<file path="config.mk">
export PLATFORM = sky130hd
export DESIGN_NAME = foo_arbiter
export DESIGN_NICKNAME = d
export VERILOG_FILES = /design/src/rtl/foo_arbiter.sv
export SDC_FILE = /design/constraint.sdc
export NUM_CORES = 1
export LEC_CHECK = 0
export BUFFER_PORTS_ARGS = -buffer_cell sky130_fd_sc_hd__buf_2
export CELL_PAD_IN_SITES_DETAIL_PLACEMENT = 0
export CELL_PAD_IN_SITES_GLOBAL_PLACEMENT = 1
export CORE_AREA = 2 2 56 58
export CTS_CLUSTER_SIZE = 30
export DETAILED_ROUTE_END_ITERATION = 6
export DIE_AREA = 0 0 58 60
export GPL_TIMING_DRIVEN = 0
export PLACE_DENSITY = 0.86
export RECOVER_POWER = 50
export SLEW_MARGIN = 40
export SYNTH_ARGS = -nofsm -noshare
export SYNTH_HDL_FRONTEND = slang
export SYNTH_SLANG_ARGS = --single-unit
</file>
<file path="constraint.sdc">
create_clock -name clk -period 3.4 [get_ports clk]
set_input_delay 0.34 -clock clk [delete_from_list [all_inputs] [get_ports clk]]
set_output_delay 0.34 -clock clk [all_outputs]
set_load 0.005 [all_outputs]
</file>
<file path="src/rtl/foo_arbiter.sv">
// Round-robin arbiter sharing one foo key-match unit among N_CLIENTS requesters.
// Each grant holds foo_req/foo_req_key until foo_ack or a MAX_WAIT-cycle timeout, then pulses done.
module foo_arbiter #(
  parameter int N_CLIENTS = 4,
  parameter int KEY_W     = 4,
  parameter int MAX_WAIT  = 16
) (
  input  logic                       clk,
  input  logic                       rst,
  input  logic [N_CLIENTS-1:0]       cli_req,
  input  logic [N_CLIENTS*KEY_W-1:0] cli_key,
  output logic [N_CLIENTS-1:0]       cli_done,
  output logic [N_CLIENTS-1:0]       cli_err,
  output logic                       busy,
  output logic                       foo_req,
  output logic [KEY_W-1:0]           foo_req_key,
  input  logic                       foo_ack
);

  localparam int IDX_W = (N_CLIENTS > 1) ? $clog2(N_CLIENTS) : 1;
  localparam int CNT_W = $clog2(MAX_WAIT + 1);

  typedef enum logic [1:0] {IDLE, ISSUE, RESP} state_t;

  state_t             state, state_nxt;
  logic [IDX_W-1:0]   rr_ptr, grant_idx, pick;
  logic [CNT_W-1:0]   wait_cnt;
  logic [KEY_W-1:0]   key_q, key_sel;
  logic               hit, any_req, tmo;
  int                 j;

  // First requester at or after rr_ptr; lower offsets are visited last so they win.
  always_comb begin
    pick = '0;
    j    = 0;
    for (int i = N_CLIENTS - 1; i >= 0; i--) begin
      j = int'(rr_ptr) + i;
      if (j >= N_CLIENTS) j = j - N_CLIENTS;
      if (cli_req[j]) pick = IDX_W'(j);
    end
  end

  assign any_req = |cli_req;
  assign key_sel = cli_key[int'(pick)*KEY_W +: KEY_W];
  assign tmo     = (wait_cnt == CNT_W'(MAX_WAIT - 1));

  always_ff @(posedge clk) begin
    if (rst) state <= IDLE;
    else     state <= state_nxt;
  end

  always_comb begin
    state_nxt = state;
    case (state)
      IDLE:    if (any_req) state_nxt = ISSUE;
      ISSUE:   if (foo_ack || tmo) state_nxt = RESP;
      RESP:    state_nxt = IDLE;
      default: state_nxt = IDLE;
    endcase
  end

  always_ff @(posedge clk) begin
    if (rst) begin
      rr_ptr    <= '0;
      grant_idx <= '0;
      wait_cnt  <= '0;
      key_q     <= '0;
      hit       <= 1'b0;
    end else begin
      case (state)
        IDLE: if (any_req) begin
          grant_idx <= pick;
          key_q     <= key_sel;
          wait_cnt  <= '0;
        end
        // ack has priority over a simultaneous timeout
        ISSUE: begin
          if (foo_ack)  hit <= 1'b1;
          else if (tmo) hit <= 1'b0;
          else          wait_cnt <= wait_cnt + CNT_W'(1);
        end
        RESP: rr_ptr <= (grant_idx == IDX_W'(N_CLIENTS - 1)) ? '0 : grant_idx + IDX_W'(1);
        default: ;
      endcase
    end
  end

  always_comb begin
    busy        = (state != IDLE);
    foo_req     = (state == ISSUE);
    foo_req_key = key_q;
    cli_done    = '0;
    cli_err     = '0;
    for (int g = 0; g < N_CLIENTS; g++) begin
      if (state == RESP && grant_idx == IDX_W'(g)) begin
        cli_done[g] = 1'b1;
        cli_err[g]  = !hit;
      end
    end
  end

endmodule

</file>
Yosys cells after proc, flatten, opt, wreduce, memory -nomap -nowiden
Index checks and enable logic that the tools add are counted.
- logic and storage cells: 88
- output and inout bits: 14
- flip-flop bits (word level): 16
- bits of input ports: 23
- magnitude comparators: 8
- shift-type cells: 1
- mux-type cells: 38
- $add $sub $neg: 9
- equal/unequal tests: 10
- reductions and logical operators: 16
- operators by type and width (kind ; number):
    $lt 32x4->1 const B ; 4
    $mux 32 ; 4
    $mux 1 ; 18
    $shiftx 16x5->4 ; 1
    $mux 5 ; 3
    $mux 2 ; 7
    $sub 3x3->4 const B ; 3
    $pmux 5 s2 ; 1
    $ge 3x3->1 const B ; 3
    $bmux 1 s2 ; 4
    $add 2x2->3 const B ; 2
    $eq 2x2->1 const B ; 3
    $ne 2x2->1 const B ; 3
    $reduce_and 2->1 ; 3
    $reduce_bool 2->1 ; 3
    $add 5x1->5 const B ; 1
    $eq 5x4->1 const B ; 1
    $eq 2x1->1 const B ; 2
    $logic_and 1x1->1 ; 4
    $logic_not 2->1 ; 2
    $pmux 2 s2 ; 1
    $reduce_and 4->1 ; 1
    $reduce_or 4->1 ; 1
    $sub 2x3->4 const B ; 1
    other kinds (6) ; 6

Logic depth before layout (Yosys ltp)
Gate-level depths: netlist of run 1.
- depth in word-level cells: 11
- mapped depth: 8
- depth with buffers taken out: 8

Worst setup path before layout of run 1
No wires, ideal clock.
- path type: register to register
- start point: reg wait_cnt[0]
- end point: reg wait_cnt[4]
- library setup time: 0.071 ns
- buffers on the path: 0
- clock period less this slack: 1.867 ns
- slack: 1.533 ns
- stages on the path, launching flop included: 8
- arrival: 1.797 ns
- cells stage by stage: dfxtp_1 > ha_1 > and3_1 > ha_1 > nor4b_2 > a21oi_2 > or3b_1 > a21oi_1
- longest elaborated chain between the ends: 4
- elaborated cells on any way between the ends: 7
- ends and longest elaborated chain (what ; line ; source):
    start, declared ; 27 ; logic [CNT_W-1:0] wait_cnt;
    start signal, assigned ; 80 ; else wait_cnt <= wait_cnt + CNT_W'(1);
    $add 5x1->5 ; 80 ;
    $mux 5 ; 79 ; else if (tmo) hit <= 1'b0;
    $mux 5 ; 78 ; if (foo_ack) hit <= 1'b1;
    $pmux 5 s2 ; 70 ; case (state)
Parallel ways exist; a longest one is shown, timed or not. The select of a mux whose other input is x is not followed.
A chain may end at the register's enable or synchronous reset.

Final worst setup path of run 1
Ends and elaborated chain as after synthesis.

==> results_dict.tcl, run 1 <==
set metrics [dict create \
    status "finished, final reports clean" \
    initial_core_util 0.347 \
    ant_nets 0 \
    synth_top_area_share 0.318 \
    remaining_drc_errors 0 \
    hpwl_um 1750 \
    clk_pin_slew_ns 0.10 \
    clockBufferDepth 2 \
    rsz0062_at_grt "no" \
    core_um2 2900 \
    grt_pass1_wl_um 3740 \
    dpl_worst_slack_ns 1.35 \
    crit_type "reg -> reg" \
    slowest_stage "nor4b_1" \
    totalNegativeSetupSlack_ns 0 \
    worst_slack_ns 1.10 \
    dpl_cell_area_um2 1220 \
    dr_total_vias 953 \
    ir_worst_vdd_uv 235 \
    end_kind "register" \
    area_delta_synth_final_pct 23.1 \
    cts_inserted_buffers 3 \
    worst_path_largest_cell_delay_ns 0.62 \
    crit_arrival_ns 2.53 \
    ctsHoldBuffers 0 \
    synth_cell_types 35 \
    die_width_um 58 \
    gr-total-overflow 0 \
    drt-vias-per-instance 5.04 \
    ios 37 \
    final_cells 189 \
    syn_nets 146 \
    cts_resized 0 \
    fmax_mhz 435 \
    layout_worst_path_cycle_share 0.675 \
    worstPathCellList "ha_1 -> and3_1 -> ha_1 -> nor4b_1 -> a21oi_2 -> or3b_1 -> a21oi_1" \
    syn_area_um2 1010 \
    powerDensity_nw_per_um2 350 \
    crit_fanout 6 \
    critPathMostFrequentCell "ha_1" \
    yosys-top-cells-area "dfxtp_1 (32%), mux2i_1 (8.0%), ha_1 (7.5%)" \
    drive_above_1_share 0.288 \
    clock_latency_ns 0.29 \
    clock_skew_ns 0.00222 \
    hold_class "in -> reg" \
    dp_cells 185 \
    syn_inst 117 \
    worst_pin_slew_ns 1.12 \
    wire_per_inst_um 11.5 \
    slew_viol_final 0 \
    ys_ff_latch 16 \
    maxCapViolCount 0 \
    p_leak_nw 0.558 \
    post-cts-setup-buffers 0 \
    cts_tree "built" \
    relSlewSlack 0.247 \
    cp.required_ns 3.63 \
    holdWs_ns 0.324 \
    dieArea_um2 3480 \
    fin_crit_ns 2.30 \
    drtIter0Drc 22 \
    grt_max_degree 11 \
    seq_area_frac_synth 0.318 \
    clock-sinks 16 \
    synth_warnings 0 \
    drt-pass1-iter-count 4 \
    n_antenna_cell 0 \
    finish.instance_area_um2 1240 \
    antenna_found_initial 0 \
    fin_nets 186 \
    die_y_um 60 \
    port_buffers 35 \
    cts_htree_levels 1 \
    grt_pass1_vias 885 \
    grt_util_all_layers 0.137 \
    wl_um 2180 \
    cp-start-kind "register" \
    root_buffer "clkbuf_4" \
    gp_congestion 0.727 \
    rows 20 \
    hold_viol 0 \
    synth.largest_area_cell "dfxtp_1" \
    syn-mean-instance-area_um2 8.61 \
    setup_violations 0 \
]
## placed cells by master, fill, tap and decap left out
master | Yosys | final
nand2_1 | 6 | 6
xnor2_1 | 2 | 2
o2bb2a_1 | 1 | 1
nor2b_1 | 6 | 6
a211o_1 | 2 | 2
clkbuf_8 | 0 | 1
xor2_1 | 1 | 1
nor3_1 | 3 | 4
and3_2 | 1 | 1
o221ai_1 | 3 | 3
or2_2 | 1 | 1
nor2_1 | 14 | 14
nor2_2 | 1 | 1
nand4_1 | 2 | 2
a21oi_1 | 7 | 7
ha_1 | 6 | 6
nor4b_1 | 0 | 1
nand3b_1 | 5 | 5
a22oi_1 | 1 | 1
clkbuf_2 | 0 | 1
buf_2 | 1 | 33
and3_1 | 1 | 1
nand2b_1 | 2 | 2
o21ai_0 | 2 | 2
nand3_1 | 2 | 2
a21o_1 | 1 | 1
o31ai_1 | 2 | 2
a21oi_2 | 2 | 2
clkbuf_1 | 2 | 4
clkbuf_4 | 0 | 3
dfxtp_1 | 16 | 16
inv_1 | 6 | 6
and2_1 | 5 | 3
and2_0 | 0 | 2
mux2i_1 | 8 | 8
o221ai_2 | 1 | 1
or3b_1 | 1 | 1
or4_4 | 1 | 1
## power breakdown
part	total, mW	internal [mW]	switching (mW)	leakage [nW]
registers	0.207	0.199	0.00837	0.131
logic	0.0959	0.0444	0.0516	0.407
clock network	0.131	0.0653	0.0655	0.0210
total	0.434	0.309	0.125	0.558
## state kept, by name (all words and copies together), names as in the netlist
name,cells
wait_cnt,5
state,2
rr_ptr,2
hit,1
grant_idx,2
foo_req_key,4
## Yosys cell counts
| library cell | number |
|---|---|
| mux2i_1 | 8 |
| a21o_1 | 1 |
| and3_2 | 1 |
| nand3_1 | 2 |
| nand3b_1 | 5 |
| and3_1 | 1 |
| a22oi_1 | 1 |
| or2_2 | 1 |
| a21oi_2 | 2 |
| inv_1 | 6 |
| and2_1 | 5 |
| nor3_4 | 1 |
| a211o_1 | 2 |
| nand2_1 | 6 |
| nor4b_2 | 1 |
| nor2_2 | 1 |
| o21ai_0 | 2 |
| or3b_1 | 1 |
| o221ai_2 | 1 |
| nor3_1 | 3 |
| a21oi_1 | 7 |
| o31ai_1 | 2 |
| o2bb2a_1 | 1 |
| xnor2_1 | 2 |
| nor2_1 | 14 |
| nor2b_1 | 6 |
| nand4_1 | 2 |
| dfxtp_1 | 16 |
| xor2_1 | 1 |
| or4_4 | 1 |
| o221ai_1 | 3 |
| buf_2 | 1 |
| nand2b_1 | 2 |
| ha_1 | 6 |
| clkbuf_1 | 2 |
## critical path, delay by kind of cell (launching register included)
kind	cells	cell delay (ns)
flip-flops	1	0.35
AO/OA/AOI/OAI	2	0.28
adder cells (fa/ha/maj)	2	0.42
AND/OR/NAND/NOR	3	1.19
## metal layers
metal | GRT usage | wire length (um) | vias to the layer above
met5 | 0 | 0 | -
met4 | 0.0399 | 13 | 0
met3 | 0.0195 | 139 | 2
met2 | 0.247 | 1040 | 33
met1 | 0.169 | 987 | 425
li1 | - | - | 493
## final cells by class
class / instances / area [um^2]
fill: 294 / 1660
multi-input combinational: 92 / 634
buffer: 3 / 12.5
tap: 33 / 41.3
clock buffer: 4 / 36.3
timing repair buffer: 35 / 173
sequential: 16 / 320
inverter: 6 / 22.5
## through the flow
stage	utilization	power [mW]
6_report	0.427	0.434
5_1_grt	0.427	0.463
4_1_cts	0.434	0.440
3_5_place_dp	0.422	0.311
3_3_place_gp	0.422	0.308
2_1_floorplan	-	0.274
## kinds of logic (layout without fill, tap and decap cells)
logic type | count (synthesis) | after routing | synth area share
AND/OR/NAND/NOR | 53 | 53 | 0.307
AO/OA/AOI/OAI | 22 | 22 | 0.160
flip-flops | 16 | 16 | 0.318
buffers and inverters | 9 | 48 | 0.0348
multiplexers | 8 | 8 | 0.0795
adder cells (fa/ha/maj) | 6 | 6 | 0.0745
XOR/XNOR | 3 | 3 | 0.0261
## final timing paths
check | from | to | slack (ns) | cells past startpoint
setup reg to reg | wait_cnt[0] | wait_cnt[4] | 1.10 | 7
hold / removal | foo_ack | hit | 0.32 | 3
setup / recovery | wait_cnt[0] | wait_cnt[4] | 1.10 | 7
hold reg to reg | wait_cnt[4] | wait_cnt[4] | 0.47 | 2
Power figures use the tool's default switching activity.
==> run 2: changes to the inputs <==
--- a/config.mk
+++ b/config.mk
@@ -8,12 +8,12 @@
 export BUFFER_PORTS_ARGS = -buffer_cell sky130_fd_sc_hd__buf_2
 export CELL_PAD_IN_SITES_DETAIL_PLACEMENT = 0
 export CELL_PAD_IN_SITES_GLOBAL_PLACEMENT = 1
-export CORE_AREA = 2 2 56 58
+export CORE_AREA = 2 2 57 59
 export CTS_CLUSTER_SIZE = 30
 export DETAILED_ROUTE_END_ITERATION = 6
-export DIE_AREA = 0 0 58 60
+export DIE_AREA = 0 0 59 61
 export GPL_TIMING_DRIVEN = 0
-export PLACE_DENSITY = 0.86
+export PLACE_DENSITY = 0.83
 export RECOVER_POWER = 50
 export SLEW_MARGIN = 40
 export SYNTH_ARGS = -nofsm -noshare
==> constraint.sdc (replaced) <==
create_clock -name clk -period 2.4 [get_ports clk]
set_input_delay 0.24 -clock clk [delete_from_list [all_inputs] [get_ports clk]]
set_output_delay 0.24 -clock clk [all_outputs]
set_load 0.005 [all_outputs]
==> run 2 against run 1 <==
- sequential cell count did not move
- routed wire length up 1.9%
- utilization down 0.64 points
- clock-buffer cell count shrank 1
- first-iteration DRC count fell by 9.1%
- critical path type unchanged
- critical endpoint unchanged
==> results_dict.tcl, run 2 (synthesis results as in run 1) <==
set metrics [dict create \
    p_leak_nw 0.552 \
    die_width_um 59 \
    clockBufferDepth 2 \
    swShare 0.292 \
    fmax_mhz 488 \
    crit_arrival_ns 2.27 \
    n_antenna_cell 0 \
    initial_core_util 0.341 \
    antenna_found_initial 0 \
    crit_fanout 6 \
    ir_worst_vdd_uv 208 \
    layout_worst_path_cycle_share 0.854 \
    wire_per_inst_um 11.8 \
    cp-start-kind "register" \
    fin_crit_ns 2.05 \
    cts_inserted_buffers 3 \
    clk_pin_slew_ns 0.09 \
    top_usage_layer "met2" \
    grt_max_degree 11 \
    die_y_um 61 \
    final_common_cell "buf_2" \
    p_switching_mw 0.167 \
    clock_latency_ns 0.28 \
    setup_violations 0 \
    rsz0062_at_grt "no" \
    drt-pass1-iter-count 4 \
    final_cell_mix "buf_2 (33), dfxtp_1 (16), nor2_1 (14)" \
    slew_viol_final 0 \
    maxCapViolCount 0 \
    whs_path_depth 3 \
    ctsHoldBuffers 0 \
    core_um2 2950 \
    use_met2 0.249 \
    internal_power_mw 0.404 \
    relSlewSlack 0.709 \
    ios 37 \
    power_frac_comb 0.244 \
    met1_usage 0.148 \
    dieArea_um2 3600 \
    clkPwrFrac 0.241 \
    clock_skew_ns 0.00575 \
    cts_resized 0 \
    use_met3 0.0192 \
    cp.required_ns 2.62 \
    grt_pass1_wl_um 3640 \
    worstHoldStart "foo_ack" \
    remaining_drc_errors 0 \
    grt_pass1_vias 895 \
    gr-total-overflow 0 \
    crit_type "reg -> reg" \
    rows 20 \
    largest_register_ffs 5 \
    port_buffers 35 \
    gp_congestion 0.755 \
    root_buffer "clkbuf_4" \
    dr_total_vias 957 \
    hpwl_um 1830 \
    finish.instance_area_um2 1240 \
    clock-sinks 16 \
    wl_um 2220 \
    status "finished, final reports clean" \
    totalNegativeSetupSlack_ns 0 \
    drt-vias-per-instance 5.09 \
    fill_cells 306 \
    grt_util_all_layers 0.131 \
    end_kind "register" \
    largest_register "wait_cnt" \
    hold_class "in -> reg" \
    powerDensity_nw_per_um2 460 \
    reg2reg_from "wait_cnt[0]" \
    cts_tree "built" \
    ant_nets 0 \
    cts_htree_levels 1 \
    hold_viol 0 \
    dpl_cell_area_um2 1220 \
    seq_power_share 0.515 \
    post-cts-setup-buffers 0 \
    drtIter0Drc 20 \
    fin_nets 186 \
    drive_above_1_share 0.290 \
    reg2regPathDepth 7 \
    crit_start "wait_cnt[0]" \
    worst_pin_slew_ns 0.436 \
    area_delta_synth_final_pct 23.4 \
]
[run 2: cell types whose count changed in the layout (fill, tap and decap cells not counted), sizes merged]
cell,before,now
clkbuf,9,8
[run 2: metal layers]
layer	wire, um	vias up
li1	-	496
met1	964	421
met2	1090	35
met3	130	5
met4	34	0
met5	0	-
[run 2: worst paths after layout]
| path | slack [ns] | to |
|---|---|---|
| worst max register to register | 0.35 | wait_cnt[4] |
| worst max-delay path | 0.35 | wait_cnt[4] |
| worst min-delay path | 0.25 | hit |
| worst min register to register | 0.46 | wait_cnt[4] |
[run 2: power groups by stage]
| stage | combinational (mW) | sequential (mW) | clock (mW) |
|---|---|---|---|
| 2_1_floorplan | 0.0889 | 0.299 | 0 |
| 3_3_place_gp | 0.138 | 0.299 | 0 |
| 3_5_place_dp | 0.143 | 0.300 | 0 |
| 4_1_cts | 0.144 | 0.294 | 0.144 |
| 5_1_grt | 0.157 | 0.297 | 0.157 |
| 6_report | 0.139 | 0.294 | 0.138 |
[run 2: cell type report]
class	count	area [um^2]	area share
multi-input combinational	92	652	0.525
sequential	16	320	0.258
timing repair buffer	35	171	0.138
tap	33	41.3	0.0332
clock buffer	3	22.5	0.0181
inverter	6	22.5	0.0181
buffer	3	12.5	0.0101
[run 2: critical path, stage by stage (launching register included)]
cell,delay (ns)
dfxtp_1,0.34
ha_1,0.21
and3_1,0.19
ha_1,0.22
nor4b_2,0.41
a21oi_2,0.12
or3b_1,0.37
a21oi_1,0.14
[run 2: per-stage QoR]
stage          hold WS [ns]   util  total power [mW]  setup slack (ns)  cells
3_5_place_dp          0.444  0.414             0.444             0.329    185
6_report              0.247  0.421             0.571             0.350    188
3_3_place_gp          0.438  0.414             0.437             0.379    185
4_1_cts               0.238  0.422             0.582             0.314    188
5_1_grt               0.252  0.421             0.611             0.186    188
2_1_floorplan         0.400      -             0.388             0.533    117
